--- config.mk ---
export PLATFORM = sky130hd
export DESIGN_NAME = alu_driver
export DESIGN_NICKNAME = d
export VERILOG_FILES = /design/src/rtl/alu_driver.sv
export SDC_FILE = /design/constraint.sdc
export NUM_CORES = 1
export LEC_CHECK = 0
export ABC_AREA = 1
export CORE_AREA = 2 2 62 64
export DETAILED_ROUTE_END_ITERATION = 10
export DIE_AREA = 0 0 64 66
export PLACE_DENSITY = 0.89
export SKIP_CTS_REPAIR_TIMING = 1
export SLEW_MARGIN = 10
export SYNTH_ARGS = -nofsm -noshare
export SYNTH_HDL_FRONTEND = slang
export SYNTH_SLANG_ARGS = --single-unit
--- constraint.sdc ---
create_clock -name clk -period 3.3 [get_ports clk]
set_input_delay 0.66 -clock clk [delete_from_list [all_inputs] [get_ports clk]]
set_output_delay 0.66 -clock clk [all_outputs]
set_load 0.03 [all_outputs]
--- src/rtl/alu_driver.sv ---
// -----------------------------------------------------------------------------
// alu_driver
//
// Command-side initiator for the alu block. It takes one operation at a time
// from the upstream sequencer, drives the ALU operands, control code and enable,
// and waits for the ALU's valid. That wait is bounded by a timeout. The driver
// then returns the result, or an error flag, to the downstream consumer. It also
// counts completed result handshakes.
//
// Handshakes (both sides): a transfer happens on a rising clk edge where valid
// and ready are both high. A producer holds valid and its payload stable until
// that edge. Ready never depends combinationally on valid.
//
// Ports:
//   clk, rst             clock and asynchronous active-high reset
//   cmd_valid/cmd_ready  command handshake; cmd_a, cmd_b, cmd_op are the payload
//   alu_a, alu_b         registered operands to the ALU
//   alu_ctrl, alu_en     registered control code and enable to the ALU
//   alu_out, alu_valid   result and valid from the ALU
//   res_valid/res_ready  result handshake; res_data, res_op, res_err are the payload
//   op_count             completed result handshakes, wraps modulo 2^CNT_W
// -----------------------------------------------------------------------------
module alu_driver #(
    parameter int DATA_W  = 4,
    parameter int OUT_W   = 8,
    parameter int TIMEOUT = 15,
    parameter int CNT_W   = 8
) (
    input  logic              clk,
    input  logic              rst,
    input  logic              cmd_valid,
    output logic              cmd_ready,
    input  logic [DATA_W-1:0] cmd_a,
    input  logic [DATA_W-1:0] cmd_b,
    input  logic [1:0]        cmd_op,
    output logic [DATA_W-1:0] alu_a,
    output logic [DATA_W-1:0] alu_b,
    output logic [1:0]        alu_ctrl,
    output logic              alu_en,
    input  logic [OUT_W-1:0]  alu_out,
    input  logic              alu_valid,
    output logic              res_valid,
    input  logic              res_ready,
    output logic [OUT_W-1:0]  res_data,
    output logic [1:0]        res_op,
    output logic              res_err,
    output logic [CNT_W-1:0]  op_count
);

    // The timer only needs to reach TIMEOUT-1.
    localparam int            TW     = (TIMEOUT > 2) ? $clog2(TIMEOUT) : 1;
    localparam logic [TW-1:0] T_LAST = TW'(TIMEOUT - 1);

    typedef enum logic [1:0] {
        IDLE = 2'd0,
        WAIT = 2'd1,
        DONE = 2'd2
    } state_t;

    state_t        state;
    logic [TW-1:0] timer;

    // The only combinational output: it depends on the state register alone.
    assign cmd_ready = (state == IDLE);

    always_ff @(posedge clk or posedge rst) begin
        if (rst) begin
            state     <= IDLE;
            timer     <= '0;
            alu_a     <= '0;
            alu_b     <= '0;
            alu_ctrl  <= '0;
            alu_en    <= 1'b0;
            res_valid <= 1'b0;
            res_data  <= '0;
            res_op    <= '0;
            res_err   <= 1'b0;
            op_count  <= '0;
        end else begin
            case (state)
                IDLE: begin
                    // cmd_ready is implied by being in IDLE.
                    if (cmd_valid) begin
                        alu_a    <= cmd_a;
                        alu_b    <= cmd_b;
                        alu_ctrl <= cmd_op;
                        res_op   <= cmd_op;
                        alu_en   <= 1'b1;
                        timer    <= '0;
                        state    <= WAIT;
                    end
                end
                WAIT: begin
                    // The ALU's valid is ignored while timer == 0. A valid seen
                    // then may be left over from the previous operands, because
                    // the ALU has not yet had an enabled edge with the new ones.
                    if ((timer != '0) && alu_valid) begin
                        res_data  <= alu_out;
                        res_err   <= 1'b0;
                        alu_en    <= 1'b0;
                        res_valid <= 1'b1;
                        state     <= DONE;
                    end else if (timer == T_LAST) begin
                        res_data  <= '0;
                        res_err   <= 1'b1;
                        alu_en    <= 1'b0;
                        res_valid <= 1'b1;
                        state     <= DONE;
                    end else begin
                        timer <= timer + TW'(1);
                    end
                end
                DONE: begin
                    // Timeouts count as completed operations too.
                    if (res_ready) begin
                        res_valid <= 1'b0;
                        op_count  <= op_count + CNT_W'(1);
                        state     <= IDLE;
                    end
                end
                default: begin
                    state <= IDLE;
                end
            endcase
        end
    end

endmodule

# Yosys cells after proc, flatten, opt, wreduce, memory -nomap -nowiden
# Index checks and enable logic that the tools add are counted.
# word_totals
reg_bits	35
word_cells	53
# op_classes
n_eq_ne	8
n_reduce_logical	13
mux	20
addsub	2
# op_table
op	n
$mux 8	2
$mux 4	3
$reduce_and 3->1	3
$add 8x1->8 const B	1
$mux 2	4
$ne 2x2->1 const B	4
$pmux 4 s2	1
$mux 1	7
$pmux 2 s3	1
$reduce_and 2->1	3
$reduce_bool 2->1	3
$add 4x1->4 const B	1
$eq 4x4->1 const B	1
$pmux 1 s2	2
$reduce_and 4->1	1
$reduce_bool 4->1	1
$ne 3x3->1 const B	1
$eq 2x1->1 const B	1
$eq 2x2->1 const B	1
$logic_not 2->1	1
$logic_and 1x1->1	1

# Logic depth before layout (Yosys ltp)
# logic_depth
word_depth	4
depth_mapped	9

# Worst setup path before layout
# OpenSTA, ideal clock, no wires.
# synth_path
path_kind	register -> output
from	reg state[1]
to	out cmd_ready
setup_slack_ns	1.889
path_stages_with_launch	2
t_arrival_ns	0.751
cell_sequence	dfrtp_1 > nor2_2
# synth_via
elab_chain_len	1
# synth_rtl
item	line_no	text
start, declared	60	state_t state;
start signal, assigned	68	state <= IDLE;
start signal, assigned	90	state <= WAIT;
start signal, assigned	102	state <= DONE;
$logic_not 2->1	64	assign cmd_ready = (state == IDLE);
end, declared	32	output logic cmd_ready,
# No other way between the ends.

# Final worst setup path
# Ends and elaborated chain as after synthesis.

==> out/results.txt <==
The run finished with clean final reports. Combined buffer and inverter count along the critical path: 1. The power density over the cells was 957 nW/µm²; the summed area of non-filler cells in the final layout was 2260 µm². The H-tree generated during clock tree synthesis spans 2 levels.

The tools report the reported leakage power as 1.11 nW. The netlist area before placement is 1600 µm², and the fraction of final layout cells sized beyond drive strength 1 is 0.110. The worst setup path is launched from a flop.

Number of gates on the worst path with buffers counted: 2. The count of nets left with antenna violations once routing finished came out at 0. The startpoint identified for the worst hold timing path is res_data[3]. For the number of antenna violations at the first check in global routing, the log shows 0.

In this run the register-to-register setup slack is 1.83 ns. The final number of max-transition violations came out at 0. IR analysis of the VDD net gives a maximum drop of 0.000512 V. In this design, the largest share of critical-path delay is due to buffers and inverters.

The worst hold path terminates at res_data[3]. The area growth from synthesis to final layout is 41.0%. The number of endpoints with negative hold slack in the final report is 0.

Setup repair after global routing left no endpoint under its margin. The maximum clock path buffer count came out at 2. The logs give 0.547 for the share of synthesized area occupied by flip-flops and latches and 1630 µm for the met2 wire length. Static timing analysis puts the maximum clock frequency at 0.437 GHz. The count of boundary I/O pins came out at 55. The largest single stage delay on the critical path is 0.68 ns. The insertion delay to the later sink of the worst-skew pair was 0.35 ns; the number of DRC violations after detailed-routing iteration 0 was 35. Dividing the detail-routed via count by the number of cells gives 4.61. The first global-routing pass estimated 5530 µm of wire. After technology mapping, the gate count stands at 177.

The via count of the first global-routing pass was 1270. The root buffer cell chosen for the clock tree is sky130_fd_sc_hd__clkbuf_4. The met1 wire length came out at 1300 µm. For the number of library cell types mapped by synthesis, the log shows 25. The register bit total from synthesis came out at 35. STA classifies the critical path endpoint as an output pin.

The worst register-to-register path has a depth of 8. The clock buffer count from CTS came out at 5. The tools report the critical register-to-register path startpoint as timer[0].

For this run, design rule violations remaining after detail routing come to 0. The floorplan step defined a die boundary enclosing 4220 µm². Summed over all layers, the global routing overflow is 0. The global-route usage over all layers was 0.170; the average routed wire per standard cell was 11.2 µm. The final hold slack is 0.484 ns, and the final total negative setup slack is 0 ns. A synthesized cell averages 9.04 µm².

Setup slack on the critical path of the routed design comes to 1.01 ns. The final cycle utilization of the critical path works out to 0.694. Worst reg2reg path endpoint: res_data[0]. In this run the cell area measured after placement is 2170 µm².

Required arrival time at the worst endpoint: 2.64 ns. For this block, the via count after detailed routing is 1309. The master of the slowest instance on the critical path is sky130_fd_sc_hd__clkdlybuf4s50_1.

The number of sinks on the clock net was 35. Transition time at the pin with the least slew margin: 0.431 ns. The signal on the critical path passes through nor2_2 -> clkdlybuf4s50_1. For this run, the post-layout net count is 262.

The core area was 3550 µm². The synthesized design spends more area on one cell type than any other, namely sky130_fd_sc_hd__dfrtp_1. In this run the tool buffered the top-level ports with 54 buffer cells. The tools report the layout filler cell count as 292. Detailed placement finished with a half-perimeter wire length of 2430 µm.

The clock-pin slew on the worst setup and hold paths was 0.10 ns; the Yosys warning count was 0. In this run the worst setup path begins at state[1]. After layout, the minimum clock period comes to 2.29 ns. The startpoint-to-endpoint class of the critical path was reg -> out.

The number of antenna diodes in the final layout is 0. Worst hold path cell count: 2. The number of nets in the synthesized netlist is 204.

By area the synthesized netlist is led by sky130_fd_sc_hd__dfrtp_1 55%, sky130_fd_sc_hd__nand2_1 19%, sky130_fd_sc_hd__ha_1 3.1%, sky130_fd_sc_hd__inv_1 2.6%, sky130_fd_sc_hd__nand3_4 2.2%. Measured along the x axis, the die boundary spans 64 µm. The path class of the tightest hold or removal check is reg -> reg. The total met3 wirelength after detailed routing is 213 µm.

The total power after layout was 2.16 mW. The congestion estimate from routability-driven global placement came to 0.757. The clock arrives with 0.0158 ns of skew. The tools report the worst relative slew slack as 0.712.

In this run the vertical extent of the chip is 66 µm. The top cell type's share of synthesized area is 0.547. Across the run, the number of max-cap violations was 0. Entering global routing, the biggest net connects 36 pins. The logs give 0 for the final number of setup-violating endpoints and 1.63 ns for the data arrival time of the critical path.

The starting density of the core is 0.451. Highest routing layer actually used: met4. The routed design has 3170 µm of wire. TritonCTS built the clock tree. The tools report the setup slack after placement as 1.32 ns. Row generation in the floorplan step produced 22 rows.

Of all nets on the critical path, the largest fanout is 4. For this run, the detailed router's first-pass iteration total came to 4.
-- through the flow --
| stage | std cells | utilization |
|---|---|---|
| final | 284 | 0.635 |
| after global routing | 284 | 0.635 |
| after CTS | 284 | 0.635 |
| after detailed placement | 276 | 0.612 |
| after global placement | 276 | 0.612 |
| after floorplan | 177 | - |
-- sequential cells by signal, indices dropped and copies added (netlist names) --
| name | flops |
|---|---|
| alu_b | 4 |
| res_data | 8 |
| res_err | 1 |
| op_count | 8 |
| alu_a | 4 |
| res_valid | 1 |
| res_op | 2 |
| state | 2 |
| timer | 4 |
| alu_en | 1 |
-- tightest hold or removal path: cells and delay by family, from the launching register on --
| kind | cells | cell delay (ns) |
|---|---|---|
| flops | 1 | 0.35 |
| simple gates | 2 | 0.10 |
-- logic make-up after synthesis --
group                    count (synthesis)  share of synthesized area
AO/OA/AOI/OAI                            5                     0.0195
buffers and inverters                   19                     0.0563
XOR/XNOR                                 4                     0.0219
flip-flops                              35                      0.547
multiplexers                             1                    0.00704
adder cells (fa/ha/maj)                  4                     0.0313
AND/OR/NAND/NOR                        109                      0.317
-- cell usage in the layout, fill, tap and decap left out, drive strengths merged, types with 2 or more instances in the layout --
master	n
nand2	85
dfrtp	35
nor2	10
o21ai	3
nand4	3
clkdlybuf4s50	54
xnor2	2
clkbuf	5
nand3b	2
xor2	2
ha	4
nand3	8
inv	15
clkinv	2
-- worst max path at each step --
stage / slack, ns / end
floorplan: 1.86 / alu_a[0]
global placement: 1.36 / timer[2]
detailed placement: 1.32 / timer[0]
CTS: 0.99 / cmd_ready
global route: 0.95 / cmd_ready
finish: 1.01 / cmd_ready
-- cell type report --
cell class	count	area [µm²]	area share
multi-input cells	123	634	0.281
inverters	15	56.3	0.0250
well taps	48	60.1	0.0266
clock buffers	5	37.5	0.0166
flip-flops and latches	35	876	0.388
clock inverters	3	43.8	0.0194
repair buffers	55	548	0.243
-- power breakdown --
part	internal (mW)	leakage (nW)	switching [mW]
Sequential	0.600	0.437	0.139
Clock	0.159	0.0452	0.142
Combinational	0.443	0.632	0.674
-- per-layer routing --
metal,track usage,vias up
met5,0,-
met4,0.0652,0
met3,0.0494,6
met2,0.303,41
met1,0.191,606
li1,-,656
-- synthesized netlist by cell type --
cell                       instances
sky130_fd_sc_hd__o21ai_0           1
sky130_fd_sc_hd__xor2_1            2
sky130_fd_sc_hd__nor2_4            3
sky130_fd_sc_hd__buf_6             1
sky130_fd_sc_hd__o21ai_1           1
sky130_fd_sc_hd__nand2b_4          1
sky130_fd_sc_hd__nor2_1            6
sky130_fd_sc_hd__nand2_1          82
sky130_fd_sc_hd__dfrtp_1          35
sky130_fd_sc_hd__a21oi_1           1
sky130_fd_sc_hd__nand3_1           5
sky130_fd_sc_hd__inv_2             4
sky130_fd_sc_hd__xnor2_1           2
sky130_fd_sc_hd__nand3b_1          2
sky130_fd_sc_hd__inv_1            11
sky130_fd_sc_hd__nand4_1           3
sky130_fd_sc_hd__ha_1              4
sky130_fd_sc_hd__nand3_2           1
sky130_fd_sc_hd__o21ai_2           1
sky130_fd_sc_hd__o21bai_1          1
sky130_fd_sc_hd__nor2_2            1
sky130_fd_sc_hd__nand2_2           3
sky130_fd_sc_hd__buf_4             3
sky130_fd_sc_hd__nand3_4           2
sky130_fd_sc_hd__mux2_2            1
Note: power is estimated with default switching activity, not from simulation.
